$ cat src/rtl/snake_pkg.sv
// Shared definitions for the snake body controller: geometry, direction codes,
// FSM states and the slot-to-bus packing helper.
package snake_pkg;

    localparam int SEG_W   = 6;
    localparam int MAX_LEN = 100;
    localparam int LEN_W   = 7;
    localparam int X_MAX   = 63;
    localparam int Y_MAX   = 47;

    localparam logic [1:0] DIR_UP    = 2'd0;
    localparam logic [1:0] DIR_RIGHT = 2'd1;
    localparam logic [1:0] DIR_DOWN  = 2'd2;
    localparam logic [1:0] DIR_LEFT  = 2'd3;

    localparam logic [LEN_W-1:0] LEN_MAX_C = 7'd100;

    typedef enum logic [2:0] {
        ST_IDLE  = 3'd0,
        ST_INIT  = 3'd1,
        ST_RUN   = 3'd2,
        ST_CHECK = 3'd3,
        ST_DEAD  = 3'd4
    } state_t;

    // Slot 0 (head) sits in the most significant field of the packed bus.
    function automatic int slot_off(input int k);
        return (MAX_LEN - 1 - k) * SEG_W;
    endfunction

endpackage

$ cat src/rtl/snake_next_head.sv
// Candidate-head generator: drops exact-reverse requests and applies the
// one-cell delta in wrapping 6-bit arithmetic.
module snake_next_head
    import snake_pkg::*;
(
    input  logic [1:0]       cur_dir,
    input  logic [1:0]       dir,
    input  logic [SEG_W-1:0] head_x,
    input  logic [SEG_W-1:0] head_y,
    output logic [1:0]       new_dir,
    output logic [SEG_W-1:0] cand_x,
    output logic [SEG_W-1:0] cand_y
);

    // Direction filter and coordinate delta.
    always_comb begin
        new_dir = dir;
        cand_x  = head_x;
        cand_y  = head_y;
        if (dir == (cur_dir ^ 2'd2)) begin
            new_dir = cur_dir;
        end else begin
            new_dir = dir;
        end
        case (new_dir)
            DIR_UP:    cand_y = head_y - 6'd1;
            DIR_RIGHT: cand_x = head_x + 6'd1;
            DIR_DOWN:  cand_y = head_y + 6'd1;
            DIR_LEFT:  cand_x = head_x - 6'd1;
            default: begin
                cand_x = head_x;
                cand_y = head_y;
            end
        endcase
    end

endmodule

$ cat src/rtl/snake_body_ctrl.sv
// Snake segment list owner: issues the next-head query on each move tick and,
// from the one-bit collision answer, either shifts/grows the body or ends the game.
module snake_body_ctrl
    import snake_pkg::*;
#(
    parameter int INIT_LEN = 3,
    parameter int START_X  = 32,
    parameter int START_Y  = 24
) (
    input  logic                   clk,
    input  logic                   rst_n,
    input  logic                   start,
    input  logic                   step_tick,
    input  logic [1:0]             dir,
    input  logic                   grow,
    input  logic                   hit,
    output logic [SEG_W-1:0]       query_x,
    output logic [SEG_W-1:0]       query_y,
    output logic [SEG_W*MAX_LEN-1:0] snake_x,
    output logic [SEG_W*MAX_LEN-1:0] snake_y,
    output logic [SEG_W-1:0]       head_x,
    output logic [SEG_W-1:0]       head_y,
    output logic [LEN_W-1:0]       length,
    output logic                   alive,
    output logic                   dead
);

    state_t             state_r, state_next_s;
    logic [SEG_W-1:0]   seg_x_r [MAX_LEN];
    logic [SEG_W-1:0]   seg_y_r [MAX_LEN];
    logic [LEN_W-1:0]   length_r;
    logic [1:0]         cur_dir_r, new_dir_r;
    logic               grow_pend_r;
    logic [SEG_W-1:0]   query_x_r, query_y_r;
    logic               alive_r, dead_r, alive_s, dead_s;
    logic               init_s, tick_s, move_s, grow_now_s;
    logic [1:0]         nh_dir_s;
    logic [SEG_W-1:0]   nh_x_s, nh_y_s;

    snake_next_head u_next_head (
        .cur_dir (cur_dir_r),
        .dir     (dir),
        .head_x  (seg_x_r[0]),
        .head_y  (seg_y_r[0]),
        .new_dir (nh_dir_s),
        .cand_x  (nh_x_s),
        .cand_y  (nh_y_s)
    );

    // State register.
    always_ff @(posedge clk or negedge rst_n) begin
        if (!rst_n) state_r <= ST_IDLE;
        else        state_r <= state_next_s;
    end

    // Next-state logic; start overrides tick and hit everywhere it is honoured.
    always_comb begin
        state_next_s = state_r;
        case (state_r)
            ST_IDLE:  state_next_s = start ? ST_INIT : ST_IDLE;
            ST_INIT:  state_next_s = ST_RUN;
            ST_RUN:   state_next_s = start ? ST_INIT : (step_tick ? ST_CHECK : ST_RUN);
            ST_CHECK: state_next_s = start ? ST_INIT : (hit ? ST_DEAD : ST_RUN);
            ST_DEAD:  state_next_s = start ? ST_INIT : ST_DEAD;
            default:  state_next_s = ST_IDLE;
        endcase
    end

    // Status decode from the upcoming state so alive/dead can be registered.
    always_comb begin
        alive_s = 1'b0;
        dead_s  = 1'b0;
        if ((state_next_s == ST_RUN) || (state_next_s == ST_CHECK)) alive_s = 1'b1;
        else                                                        alive_s = 1'b0;
        if (state_next_s == ST_DEAD) dead_s = 1'b1;
        else                         dead_s = 1'b0;
    end

    // Datapath enables.
    always_comb begin
        init_s     = (state_r == ST_INIT);
        tick_s     = (state_r == ST_RUN) && !start && step_tick;
        move_s     = (state_r == ST_CHECK) && !start && !hit;
        grow_now_s = 1'b0;
        if (move_s && grow_pend_r && (length_r < LEN_MAX_C)) grow_now_s = 1'b1;
        else                                                 grow_now_s = 1'b0;
    end

    // Segment storage: initial body, shift on move, tail vacate when not growing.
    always_ff @(posedge clk or negedge rst_n) begin
        if (!rst_n) begin
            for (int k = 0; k < MAX_LEN; k++) begin
                seg_x_r[k] <= 6'd0;
                seg_y_r[k] <= 6'd0;
            end
        end else if (init_s) begin
            for (int k = 0; k < MAX_LEN; k++) begin
                if (k < INIT_LEN) begin
                    seg_x_r[k] <= SEG_W'(START_X - k);
                    seg_y_r[k] <= SEG_W'(START_Y);
                end else begin
                    seg_x_r[k] <= 6'd0;
                    seg_y_r[k] <= 6'd0;
                end
            end
        end else if (move_s) begin
            for (int k = 1; k < MAX_LEN; k++) begin
                seg_x_r[k] <= seg_x_r[k-1];
                seg_y_r[k] <= seg_y_r[k-1];
            end
            seg_x_r[0] <= query_x_r;
            seg_y_r[0] <= query_y_r;
            // At full length the old tail simply falls off the end of the list.
            for (int k = 1; k < MAX_LEN; k++) begin
                if (!grow_now_s && (LEN_W'(k) == length_r)) begin
                    seg_x_r[k] <= 6'd0;
                    seg_y_r[k] <= 6'd0;
                end
            end
        end
    end

    // Control registers: length, directions, pending growth, query, status.
    always_ff @(posedge clk or negedge rst_n) begin
        if (!rst_n) begin
            length_r    <= 7'd0;
            cur_dir_r   <= DIR_RIGHT;
            new_dir_r   <= DIR_RIGHT;
            grow_pend_r <= 1'b0;
            query_x_r   <= 6'd0;
            query_y_r   <= 6'd0;
            alive_r     <= 1'b0;
            dead_r      <= 1'b0;
        end else begin
            alive_r <= alive_s;
            dead_r  <= dead_s;
            if (init_s) begin
                length_r    <= LEN_W'(INIT_LEN);
                cur_dir_r   <= DIR_RIGHT;
                grow_pend_r <= 1'b0;
            end else begin
                if (grow_now_s) length_r <= length_r + 7'd1;
                if (move_s)     cur_dir_r <= new_dir_r;
                // A pulse landing on the consuming move stays pending for the next one.
                if (move_s && grow_pend_r) grow_pend_r <= grow;
                else if (grow)             grow_pend_r <= 1'b1;
            end
            if (tick_s) begin
                new_dir_r <= nh_dir_s;
                query_x_r <= nh_x_s;
                query_y_r <= nh_y_s;
            end
        end
    end

    for (genvar k = 0; k < MAX_LEN; k++) begin : g_pack
        assign snake_x[slot_off(k) +: SEG_W] = seg_x_r[k];
        assign snake_y[slot_off(k) +: SEG_W] = seg_y_r[k];
    end

    assign query_x = query_x_r;
    assign query_y = query_y_r;
    assign head_x  = seg_x_r[0];
    assign head_y  = seg_y_r[0];
    assign length  = length_r;
    assign alive   = alive_r;
    assign dead    = dead_r;

endmodule

$ cat config.mk
export PLATFORM = sky130hd
export DESIGN_NAME = snake_body_ctrl
export DESIGN_NICKNAME = d
export VERILOG_FILES = /design/src/rtl/snake_pkg.sv /design/src/rtl/snake_next_head.sv /design/src/rtl/snake_body_ctrl.sv
export SDC_FILE = /design/constraint.sdc
export NUM_CORES = 1
export LEC_CHECK = 0
export CAP_MARGIN = 20
export CORE_AREA = 3 3 482 484
export DETAILED_ROUTE_END_ITERATION = 8
export DIE_AREA = 0 0 485 487
export GPL_ROUTABILITY_DRIVEN = 0
export HOLD_SLACK_MARGIN = 0.12
export PLACE_DENSITY_LB_ADDON = 0.05
export SYNTH_ARGS = -nofsm -noshare
export SYNTH_HDL_FRONTEND = slang
export SYNTH_SLANG_ARGS = --single-unit
export TNS_END_PERCENT = 100
$ cat constraint.sdc
create_clock -name clk -period 2.85 [get_ports clk]
set_clock_uncertainty 0.2 [all_clocks]
set_input_delay 0.57 -clock clk [delete_from_list [all_inputs] [get_ports clk]]
set_output_delay 0.57 -clock clk [all_outputs]
set_load 0.02 [all_outputs]
==> summary.txt <==
Pre-antenna DRT Iters - 4
Worst path max stage delay - 0.69 ns
H-tree levels - 4
Worst-Margin Slew - 1.02 ns
Hold EP - grow_pend_r
layout cells sized above 1 - 12.4%
Hold Vio Cnt, Final - 0
Reg clk slew, reported paths - 0.06 ns
Final setup viols - 0
syn nets - 3005
Syn-to-layout area delta - 52.3%
simple-gate share of the synthesized area - 1.12%
Synth Area in XOR/XNOR - 0.297%
critical path fanouts, max - 3
Tmin final - 2.76 ns
Initial Utilization - 19.4%
Skew-Pair Late Insertion Delay - 0.78 ns
Worst EP arrival - 1.99 ns
Max IR drop VDD - 0.624 mV
r2r startpoint - cur_dir_r[0]
Die Ht - 487 um
global router's overall resource usage - 19.3%
clk sinks - 1229
routed length per instance - 31.4 um
reg2reg end - query_y[4]
# rows - 175
CTS tree - yes
commonest non-fill, non-tap cells in the layout - 1210 x dfrtp_1, 1187 x a22o_1, 1181 x clkdlybuf4s50_1, 186 x buf_4, 158 x clkbuf_16
PortBufs - 1240
Synth Area in Adders - 0.300%
leak pwr - 30.4 nW
Ys Warns - 0
hold wc startpoint - grow
CP endpoint kind - primary output
commonest non-fill, non-tap cell in the layout - dfrtp_1
Placed Cells - 7201
DR vias/cell - 4.47
remaining global-route overflow - 0
Initial DRC Count - 1981
Post-Syn Area - 44200 um2
Mean Syn Cell Area - 14.8 um2
Total Power - 47.0 mW
Net count, final - 4370
Routed WL - 235 mm
vias in the first global route - 35400
crit-path cells - clkdlybuf4s50_1
largest net degree at the start of global routing - 163
Post-synth EDFFs - 0
hold-critical path depth - 2
first-pass GRT wire length - 323 mm
Worst slew margin - 31.8%
Req. time, crit path - 2.08 ns
hpwl dp - 180 mm
Clock Path Buffers - 3
core area - 228000 um2
Period Utilization, post-route - 96.9%
critical path type - reg2out
Max Cap Viol - 0
Synth Area in Compound Gates - 25.5%
antenna-violating nets left - 0
Layout fillers - 23200
reg-to-reg slack, setup - 0.19 ns
# IOs - 1241
Top FF cell, synth - dfrtp_1
DRC - 0
class of the worst hold path - in2reg
Final Slew Violations - 0
clk root buf - clkbuf_16
Cells after Synth - 2987
sequential share of the synthesized area - 69.6%
count of cells along the worst register-to-register path - 11
Startpoint Class - flop
largest family of logic cells by synthesized area - compound AO/OA/AOI/OAI gates
fin cells - 7485
pwr dens - 698 nW/um2
DIE AREA - 236000 um2
Peak Freq - 362 MHz
status - finished, final reports clean
ys async rst share - 100%
RSZ-0062 raised after global routing - false
Distinct cells, synth - 47
number of synthesized register bits - 1229
antenna violations before repair - 10
mux cell area share after synthesis - 0.164%
routed via count - 33400
CP delay by family, top - buffers and inverters
Die W - 485 um
Buf/Inv on CP - 1
CTS buffer count - 155
CP max stage cell - clkdlybuf4s50_1
[layout make-up]
cell class / count / area (um2) / area share, %
flip-flops and latches: 1229 / 30800 / 45.8
repair buffers: 1499 / 15200 / 22.7
multi-input cells: 1465 / 12300 / 18.3
clock buffers: 245 / 4700 / 6.99
well taps: 3009 / 3760 / 5.60
clock inverters: 32 / 454 / 0.675
diodes: 4 / 10.0 / 0.0149
inverters: 2 / 7.51 / 0.0112
[synthesized netlist by cell type (all sizes together) (3+ instances only)]
library cell / number / area (um2)
and2: 14 / 87.6
a221o: 13 / 130
and3: 6 / 37.5
buf: 150 / 756
clkbuf: 141 / 531
nand2: 23 / 86.3
ha: 9 / 113
nor3: 6 / 45.0
mux2i: 5 / 50.1
xor2: 10 / 87.6
xnor2: 5 / 43.8
a22o: 1187 / 10400
o21ai: 18 / 90.1
dfrtp: 1227 / 30700
a211oi: 3 / 22.5
o22a: 4 / 35.0
a21oi: 106 / 538
nor2: 21 / 78.8
nand2b: 5 / 31.3
nor2b: 5 / 31.3
[registers in the layout, indices dropped and copies added (netlist names)]
name	count
grow_pend_r	1
query_x	6
new_dir_r	2
dead	1
snake_x	594
cur_dir_r	2
query_y	6
alive	1
snake_y	594
head_x	6
length	7
state_r	3
head_y	6
[power breakdown]
part / internal [mW] / switching, mW / total (mW)
combinational: 2.51 / 6.12 / 8.63
sequential: 17.8 / 0.513 / 18.3
clock: 11.9 / 8.16 / 20.0
total: 32.2 / 14.8 / 47.0
[worst max-delay path by stage]
stage            startpoint           end  slack, ns  cells after the start
3_3_place_gp         dir[0]    query_y[5]      -0.64                     11
3_5_place_dp         dir[0]    query_y[5]      -0.53                     11
6_report       snake_x[307]  snake_x[307]       0.09                      1
2_1_floorplan        dir[0]    query_y[5]       0.05                     10
4_1_cts        snake_x[380]  snake_x[380]     0.0002                      1
5_1_grt        snake_y[358]  snake_y[358]      0.008                      1
[metrics by stage]
stage,utilization [%],TNS (ns),hold slack (ns),setup WS [ns],instance area (um2)
detailed placement,27.2,-1.48,0.278,-0.525,62000
global placement,27.2,-1.71,0.269,-0.642,62000
CTS,29.5,0,0.161,0.000183,67200
finish,29.5,0,0.240,0.0871,67300
global route,29.5,0,0.186,0.00783,67300
floorplan,-,0,0.0744,0.0475,44200
[logic make-up (layout without fill, tap and decap cells)]
kind of cell,Yosys count,count (layout)
xor+xnor,15,15
other cells,0,4
flops,1229,1229
simple gates,93,93
buf+inv,293,1778
compound gates,1340,1340
fa+ha+maj,10,10
mux,7,7
[layer usage]
layer	global-route usage, %	wire length, um
met1	23.4	95700
met2	32.5	115000
met3	7.00	18500
met4	4.90	5940
met5	0	0
[worst register-to-register path: cells and delay by family (launching register included)]
family / cells / cell delay (ns)
DFF: 1 / 0.56
buffers and inverters: 1 / 0.16
and+or+nand+nor: 2 / 0.32
AOI/OAI and AO/OA: 4 / 0.54
xor gates and xnor gates: 2 / 0.30
adders and majority gates: 1 / 0.35
muxes: 1 / 0.10
[what timing repair did]
action                                  in CTS  in global routing
endpoints found under the setup margin      70                 11
hold buffers                                 2                  0
pin swaps                                    0                  2
endpoints found under the hold margin      583                  0
gates resized for setup                     65                 18
buffers inserted                             0                  1
Power figures use the tool's default switching activity.
